## config.mk

```make
export PLATFORM = sky130hd
export DESIGN_NAME = tp84_audio_decimator_flat
export DESIGN_NICKNAME = d
export VERILOG_FILES = /design/src/rtl/tp84_audio_pkg.sv /design/src/rtl/tp84_audio_decimator_if.sv /design/src/rtl/tp84_dc_blocker.sv /design/src/rtl/tp84_audio_decimator.sv /design/src/flat_wrapper.sv
export SDC_FILE = /design/constraint.sdc
export NUM_CORES = 1
export LEC_CHECK = 0
export BUFFER_PORTS_ARGS = -buffer_cell sky130_fd_sc_hd__buf_4
export CORE_MARGIN = 2
export CORE_UTILIZATION = 35
export DETAILED_ROUTE_END_ITERATION = 10
export MAX_ROUTING_LAYER = met4
export PLACE_DENSITY = 0.49
export SLEW_MARGIN = 20
export SYNTH_ARGS = -nofsm -noshare
export SYNTH_HDL_FRONTEND = slang
export SYNTH_SLANG_ARGS = --single-unit
```

## constraint.sdc

```tcl
create_clock -name clk_49m -period 2.65 [get_ports clk_49m]
set_clock_uncertainty 0.15 [all_clocks]
set_input_delay 0.53 -clock clk_49m [delete_from_list [all_inputs] [get_ports clk_49m]]
set_output_delay 0.53 -clock clk_49m [all_outputs]
set_load 0.01 [all_outputs]
```

## src/rtl/tp84_audio_pkg.sv

```systemverilog
// Shared sample type, full-scale limits and saturation helper for the audio decimator.
// Build option TP84_AUDIO_DCBLOCK_EN selects the DC-blocking filter in tp84_dc_blocker.
package tp84_audio_pkg;

  typedef logic signed [15:0] sample_t;

  localparam int SAMPLE_MAX = 32767;
  localparam int SAMPLE_MIN = -32768;
  // Filter arithmetic width: wide enough for a full-swing step plus y_prev.
  localparam int FILT_W     = 18;

  function automatic sample_t sat_sample(input logic signed [FILT_W-1:0] v);
    sample_t r;
    if (v > FILT_W'(SAMPLE_MAX)) begin
      r = sample_t'(SAMPLE_MAX);
    end else if (v < FILT_W'(SAMPLE_MIN)) begin
      r = sample_t'(SAMPLE_MIN);
    end else begin
      r = v[15:0];
    end
    return r;
  endfunction

endpackage

```

## src/rtl/tp84_audio_decimator_if.sv

```systemverilog
// Audio stream bundle between the game mixer/pause logic and the decimator.
// Build option TP84_AUDIO_DCBLOCK_EN does not change this interface.
interface tp84_audio_decimator_if;
  import tp84_audio_pkg::*;

  sample_t sound_in;
  logic    mute;
  sample_t audio_out;
  logic    audio_valid;

  modport master (output sound_in, output mute, input audio_out, input audio_valid);
  modport slave  (input sound_in, input mute, output audio_out, output audio_valid);

endinterface

```

## src/rtl/tp84_dc_blocker.sv

```systemverilog
// Output stage: one-pole DC blocker when TP84_AUDIO_DCBLOCK_EN is defined, plain register otherwise.
// Updates only on ce; mute zeroes the output while the filter state keeps running.
module tp84_dc_blocker
  import tp84_audio_pkg::*;
#(
  parameter int DC_SHIFT = 8
) (
  input  logic    clk,
  input  logic    rst,
  input  logic    ce,
  input  logic    mute,
  input  sample_t x,
  output sample_t y
);

`ifdef TP84_AUDIO_DCBLOCK_EN
  sample_t                  x_prev;
  sample_t                  y_prev;
  logic signed [FILT_W-1:0] y_full;
  sample_t                  y_sat;

  // y = x - x_prev + y_prev - y_prev*2^-k, leak term floored by the arithmetic shift
  always_comb begin
    y_full = FILT_W'(x) - FILT_W'(x_prev) + FILT_W'(y_prev) - FILT_W'(y_prev >>> DC_SHIFT);
    y_sat  = sat_sample(y_full);
  end

  always_ff @(posedge clk or posedge rst) begin
    if (rst) begin
      x_prev <= '0;
      y_prev <= '0;
      y      <= '0;
    end else if (ce) begin
      x_prev <= x;
      y_prev <= y_sat;
      y      <= mute ? sample_t'(0) : y_sat;
    end
  end
`else
  always_ff @(posedge clk or posedge rst) begin
    if (rst) begin
      y <= '0;
    end else if (ce) begin
      y <= mute ? sample_t'(0) : x;
    end
  end
`endif

endmodule

```

## src/rtl/tp84_audio_decimator.sv

```systemverilog
// Boxcar decimator by 2^DECIM_LOG2 followed by the tp84_dc_blocker output stage.
// Define TP84_AUDIO_DCBLOCK_EN to enable the DC-blocking filter; timing is identical either way.
module tp84_audio_decimator
  import tp84_audio_pkg::*;
#(
  parameter int DECIM_LOG2 = 10,
  parameter int DC_SHIFT   = 8
) (
  input  logic                   clk_49m,
  input  logic                   reset,
  tp84_audio_decimator_if.slave  bus
);

  localparam int ACC_W = 16 + DECIM_LOG2;

  logic [DECIM_LOG2-1:0]   phase;
  logic signed [ACC_W-1:0] acc;
  logic signed [ACC_W-1:0] acc_sum;
  sample_t                 avg;
  logic                    wrap;
  logic                    wrap_d;

  assign wrap    = &phase;
  assign acc_sum = acc + ACC_W'(bus.sound_in);

  // The top 16 bits of the window sum are the floor-shifted average.
  always_ff @(posedge clk_49m or posedge reset) begin
    if (reset) begin
      phase           <= '0;
      acc             <= '0;
      avg             <= '0;
      wrap_d          <= 1'b0;
      bus.audio_valid <= 1'b0;
    end else begin
      phase           <= phase + DECIM_LOG2'(1);
      wrap_d          <= wrap;
      bus.audio_valid <= wrap_d;
      if (wrap) begin
        acc <= '0;
        avg <= acc_sum[ACC_W-1 -: 16];
      end else begin
        acc <= acc_sum;
      end
    end
  end

  tp84_dc_blocker #(
    .DC_SHIFT (DC_SHIFT)
  ) u_dc_blocker (
    .clk  (clk_49m),
    .rst  (reset),
    .ce   (wrap_d),
    .mute (bus.mute),
    .x    (avg),
    .y    (bus.audio_out)
  );

endmodule

```

## src/flat_wrapper.sv

```systemverilog
// flat-port wrapper written by rule: the top's interface ports become plain ports
module tp84_audio_decimator_flat import tp84_audio_pkg::*;
#(
  parameter int DECIM_LOG2 = 10,
  parameter int DC_SHIFT   = 8
)
  (clk_49m, reset, bus_sound_in, bus_mute, bus_audio_out, bus_audio_valid);
  tp84_audio_decimator_if bus_i ();
  input  logic clk_49m;
  input  logic reset;
  input wire logic [$bits(bus_i.sound_in)-1:0] bus_sound_in;
  input wire logic [$bits(bus_i.mute)-1:0] bus_mute;
  output wire logic [$bits(bus_i.audio_out)-1:0] bus_audio_out;
  output wire logic [$bits(bus_i.audio_valid)-1:0] bus_audio_valid;
  assign bus_i.sound_in = bus_sound_in;
  assign bus_i.mute = bus_mute;
  assign bus_audio_out = bus_i.audio_out;
  assign bus_audio_valid = bus_i.audio_valid;
  tp84_audio_decimator #(.DECIM_LOG2(DECIM_LOG2), .DC_SHIFT(DC_SHIFT)) u_core (.clk_49m(clk_49m), .reset(reset), .bus(bus_i));
endmodule
```

* Word-level counts from Yosys, hierarchy flattened
Cells that the tools add are included.
Storage, ports and cells: bits in registers 70, word-level logic and storage cells 11
Cells by class: add/subtract/negate cells 2, multiplexer cells 2, reduce and logical (&&, ||, !) cells 1
Operators by type and width (number):
- adder 26 x 16 -> 26 bit | 1
- 2-to-1 mux 26 bit | 1
- 2-to-1 mux 16 bit | 1
- adder 10 x 1 -> 10 bit, second input constant | 1
- AND reduction 10 bit | 1

* Longest topological paths before layout
Gate-level depths: netlist (run 1).
depth after elaboration 2, depth in mapped cells 10, depth with buffers taken out 10

* Hierarchy
A second synthesis (run 1) with hierarchy kept.
Second synthesis, totals: cell total of the unflattened synthesis 392, area total of the unflattened synthesis 4144.0 um^2
By module, submodules not included:
- tp84_audio_decimator | times used 1, area each 3543.4 um^2, cells an instance 354
- tp84_dc_blocker | times used 1, area each 600.6 um^2, cells an instance 38

* Worst setup path before layout (run 1)
No wires, ideal clock.
kind input -> register, start input port bus_sound_in[0], end register u_core.avg[8], arrival time 2.341 ns, path buffers 0, path slack 0.035 ns, setup time 0.124 ns, data required time 2.376 ns, stages 10, cell sequence ha_1 > inv_1 > fa_1 > nand2b_1 > a21oi_2 > o311a_4 > a211o_2 > a211oi_2 > xor2_1 > o21ai_1
Between the ends: cells in the longest elaborated chain, start to end 1
Ends and longest elaborated chain:
- start: declaration | line flat_wrapper.sv:11 | input wire logic [$bits(bus_i.sound_in)-1:0] bus_sound_in;
- adder 26 x 16 -> 26 bit | line tp84_audio_decimator.sv:24 | assign acc_sum = acc + ACC_W'(bus.sound_in);
- end signal: assignment | line tp84_audio_decimator.sv:40 | avg <= acc_sum[ACC_W-1 -: 16];
- end: declaration | line tp84_audio_decimator.sv:19 | sample_t avg;
No other way between the ends. A chain may end at the register's enable or synchronous reset.

* Worst setup path after layout (run 1)
start register u_core.acc[0], end register u_core.avg[8]
Between the ends: cells in the longest elaborated chain, start to end 1
Ends and longest elaborated chain:
- start: declaration | line tp84_audio_decimator.sv:17 | logic signed [ACC_W-1:0] acc;
- start signal: assignment | line tp84_audio_decimator.sv:42 | acc <= acc_sum;
- adder 26 x 16 -> 26 bit | line tp84_audio_decimator.sv:24
No other way between the ends.

==> summary.md, run 1 <==
| Metric | Value |
|---|---|
| Status | complete, no violations |
| Critical Path AT | approximately 2.6 ns |
| CP max-delay cell | a211o_4 |
| Most used DFF post-synth | dfrtp_1 |
| Least-Margin Pin Slew | roughly 0.46 ns |
| Crit path buffers/inverters | 1 |
| Met2 wire length | just under 4000 um |
| Final Power | about 5.2 mW |
| Initial Utilization | a little over a third |
| Hold Buf Count CTS | 0 |
| Hold Path Class | in -> async |
| P_leak | around 2.3 nW |
| CTS max path bufs | 2 |
| Vias | around 3.0k |
| Remaining antenna violation count | 0 |
| Drt initial violations | 130 |
| CP Cell Sequence | ha_1, inv_1, fa_2, nand2b_4, a21oi_2, o311a_4, a211o_4, a211oi_4, xor2_1, o21ai_1 |
| Slew margin rel. | about 69% |
| Distinct cells, synth | 56 |
| Slowest Stage Delay on Critical Path | roughly 0.4 ns |
| Maxcap violations | 0 |
| Nets | just over 500 |
| Min Tclk post-route | 2.56 ns |
| Sequential share of the synthesized area | 46.5% |
| Cell row count | 37 |
| Final setup violation count | 0 |
| Initial antenna violation count | 0 |
| F_max | slightly below 0.4 GHz |
| Layout cells sized above 1 | a little under a quarter |
| CTS root buffer | clkbuf_8 |
| Final worst slack | approximately 0.093 ns |
| Critical path data required time | between 2 and 3 ns |
| Avg Cell Area, Syn | 9.57 um2 |
| Area delta synth->final | 26.7% |
| Synth Register Bits | 70 |
| HPWL after detailed placement | about 6400 um |
| Post-Syn Nets | 440 |
| Post-Syn Area | 0.00377 mm2 |
| CP Max Fanout | 4 |
| Postcts setup bufs | 0 |
| Final Cycle Share | a little over nine tenths |
| Top layer in use | met4 |
| DRT Wirelength | 8620 um |
| Sink Count | 70 |
| Met3 wire length | approximately 280 um |
| Die Area | 0.0116 mm2 |
| Clock latency on the worst-skew pair | around 0.35 ns |
| Num CTS Buffers | 9 |
| Final Hold Viols | 0 |
| VDD IR-drop max | 0.384 mV |
| Sum Neg Setup Slack | 0 ns |
| All-layer global routing usage | between 15 and 20% |
| Post-synth EDFFs | 0 |
| Vias in the first global route | between 3k and 4k |
| Slew Viols, Final | 0 |
| First-pass GRT wire length | 15100 um |
| Post-CTS Resized | 0 |
| Routed WL per cell | between 10 and 15 um |
| Synth warn | 0 |
| Grt ovf | 0 |
| Antenna diodes | 0 |
| Delay-heaviest family, CP | compound AO/OA/AOI/OAI gates |
| Port bufs | 35 |
| PD cells | around 1100 mW/mm2 |
| Clock-pin slew on the worst setup and hold paths | roughly 0.080 ns |
| Post-DR vias/cell | between 4 and 5 |
| CP endpoint kind | register |
| Met1 WL | 4360 um |
| Post-synth ARST share | between 90% and 100% |
| Critical Path Source Type | register |
| DIE HEIGHT | 108 um |
| CTS tree | done |
| Detailed Routing Iterations Pass 1 | 6 |
| Largest net degree at the start of global routing | 53 |
| Die Wd | roughly 110 um |
| DRC violations left | 0 |
| Core Area | roughly 0.010 mm2 |
| Placer Congestion | 0.847 |
| Placement Setup Slack | -0.261 ns |
| I/O pins | 36 |
| Post-Syn Instances | slightly below 400 |
| H-tree Lvls | 3 |
| Setup CP Type | reg -> reg |
-- stage by stage --
stage | util (%) | cells | instance area, um2 | hold slack [ns]
5_1_grt | 46.1 | 611 | 4780 | 0.0581
4_1_cts | 45.3 | 611 | 4690 | 0.0353
3_3_place_gp | 43.1 | 595 | 4470 | 0.305
6_report | 46.1 | 611 | 4780 | 0.0423
2_1_floorplan | - | 394 | 3770 | 0.285
3_5_place_dp | 43.1 | 595 | 4470 | 0.309
-- cells in the final DEF, fill, tap and decap left out, drive strengths merged, types with 6 or more instances in the layout --
| cell type | count |
|---|---|
| a21o | 9 |
| a21oi | 15 |
| and3 | 6 |
| buf | 77 |
| clkbuf | 10 |
| dfrtp | 70 |
| ha | 26 |
| inv | 25 |
| nand2 | 48 |
| nand2b | 6 |
| nand3 | 11 |
| nor2 | 39 |
| o21ai | 41 |
| xnor2 | 17 |
| xor2 | 14 |
-- area by class of cell --
| cell class | instances | area [um2] |
|---|---|---|
| Clock buffer | 10 | 128 |
| Clock inverter | 6 | 93.8 |
| Fill cell | 1052 | 5590 |
| Inverter | 25 | 93.8 |
| Multi-Input combinational cell | 287 | 1950 |
| Sequential cell | 70 | 1750 |
| Tap cell | 136 | 170 |
| Timing Repair Buffer | 77 | 591 |
-- synthesized netlist by cell type, types with 2 or more instances --
cell | n | share of area [%]
nand2_1 | 48 | 4.8
clkbuf_1 | 9 | 0.90
nand2b_1 | 5 | 0.83
ha_1 | 26 | 8.6
o21bai_1 | 4 | 0.80
a211oi_1 | 2 | 0.40
nor3_1 | 3 | 0.40
nor2b_1 | 2 | 0.33
a21o_1 | 8 | 1.6
o21ai_0 | 25 | 3.3
nand4_1 | 5 | 0.83
a211oi_2 | 2 | 0.66
nor2_1 | 39 | 3.9
dfrtp_1 | 70 | 46
a31oi_1 | 4 | 0.66
nand3_1 | 10 | 1.3
inv_1 | 24 | 2.4
o21a_1 | 4 | 0.80
or2_2 | 2 | 0.33
and3_1 | 6 | 1.0
a21oi_1 | 14 | 1.9
xnor2_1 | 17 | 4.0
xor2_1 | 14 | 3.3
o21ai_1 | 16 | 2.1
o31ai_1 | 4 | 0.80
-- path summary, 6_finish.rpt --
path                                           startpoint                                     to  slack, ns  cells after the start
worst max-delay path              u_core.acc[0]$_DFF_PP0_              u_core.avg[8]$_DFFE_PP0P_       0.09                     10
worst min-delay path                                reset                u_core.acc[9]$_DFF_PP0_       0.04                      2
worst max register to register    u_core.acc[0]$_DFF_PP0_              u_core.avg[8]$_DFFE_PP0P_       0.09                     10
worst min register to register  u_core.phase[4]$_DFF_PP0_              u_core.phase[4]$_DFF_PP0_       0.32                      1
max in group asynchronous                           reset              u_core.phase[7]$_DFF_PP0_       1.67                      3
min in group clk_49m                             bus_mute  u_core.u_dc_blocker.y[14]$_DFFE_PP0P_       0.22                      2
-- kinds of logic (layout without fill, tap and decap cells) --
group / after synthesis / in the layout / synth area share, %
XOR/XNOR: 31 / 31 / 7.20
buffers and inverters: 37 / 118 / 3.98
multiplexers: 1 / 1 / 0.266
AO/OA/AOI/OAI: 101 / 101 / 17.7
flip-flops: 70 / 70 / 46.5
AND/OR/NAND/NOR: 127 / 127 / 15.2
adder cells (fa/ha/maj): 27 / 27 / 9.16
-- registers in the layout, indices dropped and copies added (netlist names) --
register and flops:
u_core.bus.audio_valid 1, u_core.phase 10, u_core.wrap_d 1, u_core.acc 26
u_core.u_dc_blocker.y 16, u_core.avg 16
-- where the power goes --
group          internal (mW)  total [mW]  switching (mW)  leakage, nW
clock network          0.537       0.987           0.449        0.107
logic                   1.32        2.86            1.54         1.44
registers               1.30        1.37          0.0711        0.741
-- layer usage --
| layer | vias up | track usage [%] |
|---|---|---|
| li1 | 1509 | - |
| met5 | - | - |
| met2 | 55 | 25.6 |
| met4 | 0 | 5.86 |
| met1 | 1427 | 23.3 |
| met3 | 10 | 2.91 |
No activity file was read; power rests on OpenSTA's default activity.
==> inputs of run 2 (changes only) <==
Settings changed: HOLD_SLACK_MARGIN set to 0.1.
==> run 2 against run 1 <==
Cell area is 0.21% higher; register-to-register slack about the same; sequential share of layout area is 0.077 points lower; flip-flop and latch count is the same; largest power group unchanged; highest routed layer unchanged.
==> summary.md, run 2 (same netlist as run 1, synthesis figures left out) <==
| Metric | Value |
|---|---|
| Status | complete, no violations |
| Slew Viols, Final | 0 (unchanged) |
| Initial Utilization | 36.3% (unchanged) |
| Hold_sp | bus_mute |
| F_max | 0.391 GHz (about the same) |
| P_int | 3.16 mW (about the same) |
| Layout cells sized above 1 | 23.9% (-0.050 points) |
| CTS max path bufs | 2 (unchanged) |
| CP max-delay cell | a211o_4 |
| Remaining antenna violation count | 0 (unchanged) |
| Drt initial violations | 102 (-22%) |
| Least-Margin Pin Slew | 0.455 ns (-0.00598 ns) |
| Share of total power in combinational logic | 54.9% (about the same) |
| Largest net degree at the start of global routing | 53 (unchanged) |
| Port bufs | 35 (unchanged) |
| Final Hold Viols | 0 (unchanged) |
| I/O pins | 36 (unchanged) |
| Sink Count | 70 (unchanged) |
| Final Cycle Share | 96.4% (about the same) |
| HPWL after detailed placement | 6410 um (unchanged) |
| Placer Congestion | 0.847 (unchanged) |
| Placed Cells | 595 (unchanged) |
| Post-DR vias/cell | 4.90 (-0.33%) |
| Critical Path AT | 2.63 ns (about the same) |
| DRT Wirelength | 8600 um (-0.21%) |
| P_leak | 2.29 nW (+0.18%) |
| CP endpoint kind | register |
| DRC violations left | 0 (unchanged) |
| Num CTS Buffers | 9 (unchanged) |
| Initial antenna violation count | 0 (unchanged) |
| Setup CP Type | reg -> reg |
| Final Power | 5.22 mW (about the same) |
| Nets | 517 (+0.19%) |
| Slowest Stage Delay on Critical Path | 0.40 ns (about the same) |
| Vias in the first global route | 3093 (+0.19%) |
| H-tree Lvls | 3 (unchanged) |
| Sum Neg Setup Slack | 0 ns (unchanged) |
| Area delta synth->final | 27.0% |
| Commonest cells after routing, fill and taps aside | buf_4, dfrtp_1, nand2_1 |
| Slew margin rel. | 69.7% (+0.40 points) |
| Die Area | 0.0116 mm2 (unchanged) |
| CTS root buffer | clkbuf_8 |
| Crit path buffers/inverters | 1 (unchanged) |
| Postcts setup bufs | 0 (unchanged) |
| Vias | 2996 (-0.17%) |
| P_sw | 2.06 mW (about the same) |
| DIE HEIGHT | 108 um (unchanged) |
| Met1 WL | 4350 um (-0.28%) |
| Core Area | 0.0104 mm2 (unchanged) |
| Largest reg by FF count | u_core.acc |
| Die Wd | 108 um (unchanged) |
| Min Tclk post-route | 2.56 ns (-0.00146 ns) |
| Number of flip-flops in the largest register | 26 (unchanged) |
| All-layer global routing usage | 17.0% (+0.039 points) |
| Critical path data required time | 2.72 ns (about the same) |
| Hold_ws | 0.226 ns (+0.183 ns) |
| Met2 wire length | 3850 um (-0.13%) |
| PD cells | 1090 mW/mm2 (-0.21%) |
| CP Launch Point | u_core.acc[0]$_DFF_PP0_ |
| Layout Cells excl Fill | 612 (+0.16%) |
| CTS tree | done |
| Critical Path Source Type | register |
| Delay-heaviest family, CP | compound AO/OA/AOI/OAI gates |
| Top flop regs | u_core.acc (26), u_core.avg (16), u_core.u_dc_blocker.y (16) |
| Worst r2r src | u_core.acc[0]$_DFF_PP0_ |
| Sw frac | 39.5% (about the same) |
| Routed WL per cell | 14.1 um (-0.37%) |
| Antenna diodes | 0 (unchanged) |
| Clock latency on the worst-skew pair | 0.34 ns (about the same) |
| Final setup violation count | 0 (unchanged) |
| Met3 wire length | 283 um (+0.71%) |
| Commonest non-fill, non-tap cell in the layout | buf_4 |
| Clk pwr share | 18.9% (about the same) |
| Maxcap violations | 0 (unchanged) |
| Cell row count | 37 (unchanged) |
| VDD IR-drop max | 0.384 mV (about the same) |
| Part of the power in registers | 26.2% (about the same) |
| CP Cell Sequence | ha_1, inv_1, fa_2, nand2b_4, a21oi_2, o311a_4, a211o_4, a211oi_4, xor2_1, o21ai_1 |
| CP Max Fanout | 4 (unchanged) |
| First-pass GRT wire length | 15100 um (+0.23%) |
| Detailed Routing Iterations Pass 1 | 5 (-1) |
| Clock-pin slew on the worst setup and hold paths | 0.08 ns (about the same) |
| Top layer in use | met4 |
| Grt ovf | 0 (unchanged) |
| Hold Path Class | in -> reg |
## run 2: cell count changes in the layout (fill, tap and decap cells not counted)
cell           before  now
dlygate4sd3_1       0    1
## run 2: path summary, 6_finish.rpt
check                                                         to  slack (ns)  cells past startpoint
setup / recovery                       u_core.avg[8]$_DFFE_PP0P_        0.09                     10
hold / removal             u_core.u_dc_blocker.y[14]$_DFFE_PP0P_        0.23                      2
setup reg to reg                       u_core.avg[8]$_DFFE_PP0P_        0.09                     10
hold reg to reg                        u_core.phase[4]$_DFF_PP0_        0.32                      1
max in group asynchronous              u_core.phase[7]$_DFF_PP0_        1.10                      4
min in group asynchronous               u_core.acc[11]$_DFF_PP0_        0.61                      3
## run 2: what timing repair did
action                     CTS  global route
gates resized for setup      0            13
setup endpoints to repair    0            22
hold buffers                 1             0
hold endpoints to repair    18             0
## run 2: final cells by class
class	count	area, um2
clock buffers	10	128
clock inverters	6	93.8
fillers	1050	5580
inverters	25	93.8
multi-input cells	287	1950
flip-flops and latches	70	1750
well taps	136	170
repair buffers	78	601
## run 2: worst register-to-register path, stage by stage, from the launching register on
cell and delay (ns):
dfrtp_1 0.37, ha_1 0.19, inv_1 0.07, fa_2 0.21
nand2b_4 0.13, a21oi_2 0.06, o311a_4 0.35, a211o_4 0.40
a211oi_4 0.23, xor2_1 0.21, o21ai_1 0.08
## run 2: layer usage
metal	up-vias	GRT usage [%]
met5	-	-
met4	0	5.86
met3	10	2.91
met2	55	25.7
met1	1417	23.3
li1	1514	-
## run 2: through the flow
step / setup slack (ns) / util [%] / instance area [um2]
after floorplan: 0.0350 / - / 3770
after global placement: -0.245 / 43.1 / 4470
after detailed placement: -0.261 / 43.1 / 4470
after CTS: 0.0189 / 45.4 / 4700
after global routing: -0.00252 / 46.2 / 4790
final: 0.0946 / 46.2 / 4790
## run 2: power groups by stage
stage / Combinational, mW / Clock [mW] / Sequential (mW)
floorplan: 1.80 / 0 / 1.37
global placement: 2.68 / 0 / 1.39
detailed placement: 2.72 / 0 / 1.38
CTS: 2.73 / 1.01 / 1.37
global route: 3.21 / 1.06 / 1.39
finish: 2.87 / 0.985 / 1.37
==> inputs of run 3 (changes only) <==
Settings changed: CORE_ASPECT_RATIO set to 0.5, PLACE_DENSITY 0.49 to not set.
==> run 3 against run 2 <==
Non-clock buffer count up 11; first-iteration DRC count up 60%; highest routed layer unchanged; cell area up 3.1%; cell count up 2.5%; routed wire length up 3.0%; largest power group unchanged.
==> summary.md, run 3 (same netlist as run 1, synthesis figures left out) <==
| Metric | Value |
|---|---|
| Status | complete, no violations |
| First-pass GRT wire length | 15000 um (-0.41%) |
| Drt initial violations | 163 (+60%) |
| Crit path buffers/inverters | 1 (unchanged) |
| Clock-pin slew on the worst setup and hold paths | 0.06 ns (-0.02 ns) |
| Critical Path Source Type | register |
| F_max | 0.401 GHz (+2.5%) |
| H-tree Lvls | 3 (unchanged) |
| CTS root buffer | clkbuf_16 |
| I/O pins | 36 (unchanged) |
| Top flop regs | u_core.acc (26), u_core.avg (16), u_core.u_dc_blocker.y (16) |
| Largest reg by FF count | u_core.acc |
| CTS tree | done |
| Nets | 528 (+2.1%) |
| Reg-to-Reg End | u_core.avg[8]$_DFFE_PP0P_ |
| Antenna diodes | 0 (unchanged) |
| Final core utilization | 47.7% (+1.6 points) |
| Setup CP Type | reg -> reg |
| Die Wd | 151 um (+40%) |
| CP endpoint kind | register |
| RSZ-0062 raised after global routing | false |
| Final setup violation count | 0 (unchanged) |
| Sw frac | 37.4% (-2.1 points) |
| Hold Buf Count CTS | 0 (-1) |
| Port bufs | 35 (unchanged) |
| Core Area | 0.0103 mm2 (-0.24%) |
| DIE HEIGHT | 77.4 um (-28%) |
| Area delta synth->final | 31.0% |
| Die Area | 0.0117 mm2 (+0.44%) |
| CTS max path bufs | 2 (unchanged) |
| All-layer global routing usage | 17.0% (-0.059 points) |
| Least-Margin Pin Slew | 0.504 ns (+0.0493 ns) |
| P_int | 3.55 mW (+12%) |
| Part of the power in registers | 24.4% (-1.8 points) |
| CP max-delay cell | dfrtp_1 |
| Routed WL per cell | 14.1 um (+0.50%) |
| CP Max Fanout | 4 (unchanged) |
| HPWL after detailed placement | 6450 um (+0.60%) |
| VDD IR-drop max | 0.493 mV (+28%) |
| Flop2flop setup slack | 0.16 ns (+0.06 ns) |
| Initial Utilization | 36.4% (+0.088 points) |
| Final Hold Viols | 0 (unchanged) |
| Sink Count | 70 (unchanged) |
| Commonest cells after routing, fill and taps aside | buf_4, dfrtp_1, nand2_1 |
| Maxcap violations | 0 (unchanged) |
| Largest net degree at the start of global routing | 71 (+34%) |
| Min Tclk post-route | 2.49 ns (-0.0622 ns) |
| Delay-heaviest family, CP | compound AO/OA/AOI/OAI gates |
| Critical Path AT | 2.55 ns (-0.08 ns) |
| Clk pwr share | 23.3% (+4.4 points) |
| Final worst slack | 0.157 ns (+0.0622 ns) |
| P_sw | 2.12 mW (+2.7%) |
| DRC violations left | 0 (unchanged) |
| P_leak | 2.38 nW (+3.7%) |
| Remaining antenna violation count | 0 (unchanged) |
| Initial antenna violation count | 0 (unchanged) |
| PD cells | 1150 mW/mm2 (+5.3%) |
| Grt ovf | 0 (unchanged) |
| Layout cells sized above 1 | 25.1% (+1.1 points) |
| Slew margin rel. | 66.4% (-3.2 points) |
| CP Cell Sequence | ha_1, inv_2, fa_2, nand2b_4, a21oi_2, o311a_4, a211o_4, a211oi_2, xor2_1, o21ai_1 |
| Vias in the first global route | 3044 (-1.6%) |
| Detailed Routing Iterations Pass 1 | 4 (-1) |
| Cell row count | 26 (-30%) |
| Num CTS Buffers | 9 (unchanged) |
| CP Launch Point | u_core.acc[0]$_DFF_PP0_ |
| Placer Congestion | 0.925 (+9.1%) |
| Placement Setup Slack | -0.290 ns (-0.0289 ns) |
| DRT Wirelength | 8860 um (+3.0%) |
| Sum Neg Setup Slack | 0 ns (unchanged) |
| Number of flip-flops in the largest register | 26 (unchanged) |
| Post-DR vias/cell | 4.88 (-0.34%) |
| Final Power | 5.67 mW (+8.6%) |
| Clock latency on the worst-skew pair | 0.33 ns (about the same) |
| Vias | 3059 (+2.1%) |
| Critical path data required time | 2.71 ns (about the same) |
| Worst r2r src | u_core.acc[0]$_DFF_PP0_ |
| Share of total power in combinational logic | 52.3% (-2.6 points) |
| Fillers | 1007 (-4.1%) |
| Worst reg2reg path depth | 10 (unchanged) |
| Commonest non-fill, non-tap cell in the layout | buf_4 |
| Slew Viols, Final | 0 (unchanged) |
| Final Cycle Share | 94.1% (-2.3 points) |
| Slowest Stage Delay on Critical Path | 0.37 ns (-0.03 ns) |
| Hold Path Class | in -> async |
run 3: layout make-up:
class / instances / area, um2 / area share [%]
multi-input combinational: 287 / 1910 / 38.7
clock buffer: 10 / 229 / 4.64
inverter: 25 / 93.8 / 1.90
sequential: 70 / 1750 / 35.5
tap: 140 / 175 / 3.55
clock inverter: 6 / 93.8 / 1.90
timing repair buffer: 89 / 681 / 13.8
run 3: how the worst max path moves through the flow:
stage / endpoint / cells after the start
finish: u_core.avg[8]$_DFFE_PP0P_ / 10
detailed placement: u_core.acc[24]$_DFF_PP0_ / 11
floorplan: u_core.avg[8]$_DFFE_PP0P_ / 10
global route: u_core.avg[8]$_DFFE_PP0P_ / 10
CTS: u_core.avg[8]$_DFFE_PP0P_ / 10
global placement: u_core.avg[8]$_DFFE_PP0P_ / 11
run 3: per-layer routing:
layer	global-route usage, %	up-vias	share of wire [%]
li1	-	1539	-
met1	24.7	1456	55
met2	23.5	58	40
met3	4.18	6	4.1
met4	4.49	0	0.88
met5	-	-	0
run 3: power by group through the flow:
stage               clock, mW  combinational, mW  sequential, mW
finish                   1.32               2.96            1.38
global route             1.41               3.29            1.40
CTS                      1.35               2.88            1.38
detailed placement          0               2.86            1.39
global placement            0               2.82            1.39
floorplan                   0               1.80            1.37
run 3: metrics by stage:
| step | instances | area [um2] | hold slack, ns |
|---|---|---|---|
| floorplan | 394 | 3770 | 0.285 |
| global placement | 610 | 4560 | 0.308 |
| detailed placement | 610 | 4560 | 0.306 |
| global route | 627 | 4940 | 0.163 |
| CTS | 626 | 4890 | 0.142 |
| finish | 627 | 4940 | 0.131 |
run 3: tightest hold or removal path, cell delays in order:
cell and delay [ns]:
buf_4 0.11, inv_2 0.05, buf_12 0.32
run 3: what timing repair did:
action | 4_1_cts | 5_1_grt
gates resized for setup | 1 | 6
endpoints found under the setup margin | 1 | 10
setup buffers | 0 | 1
pin swaps | 1 | 5
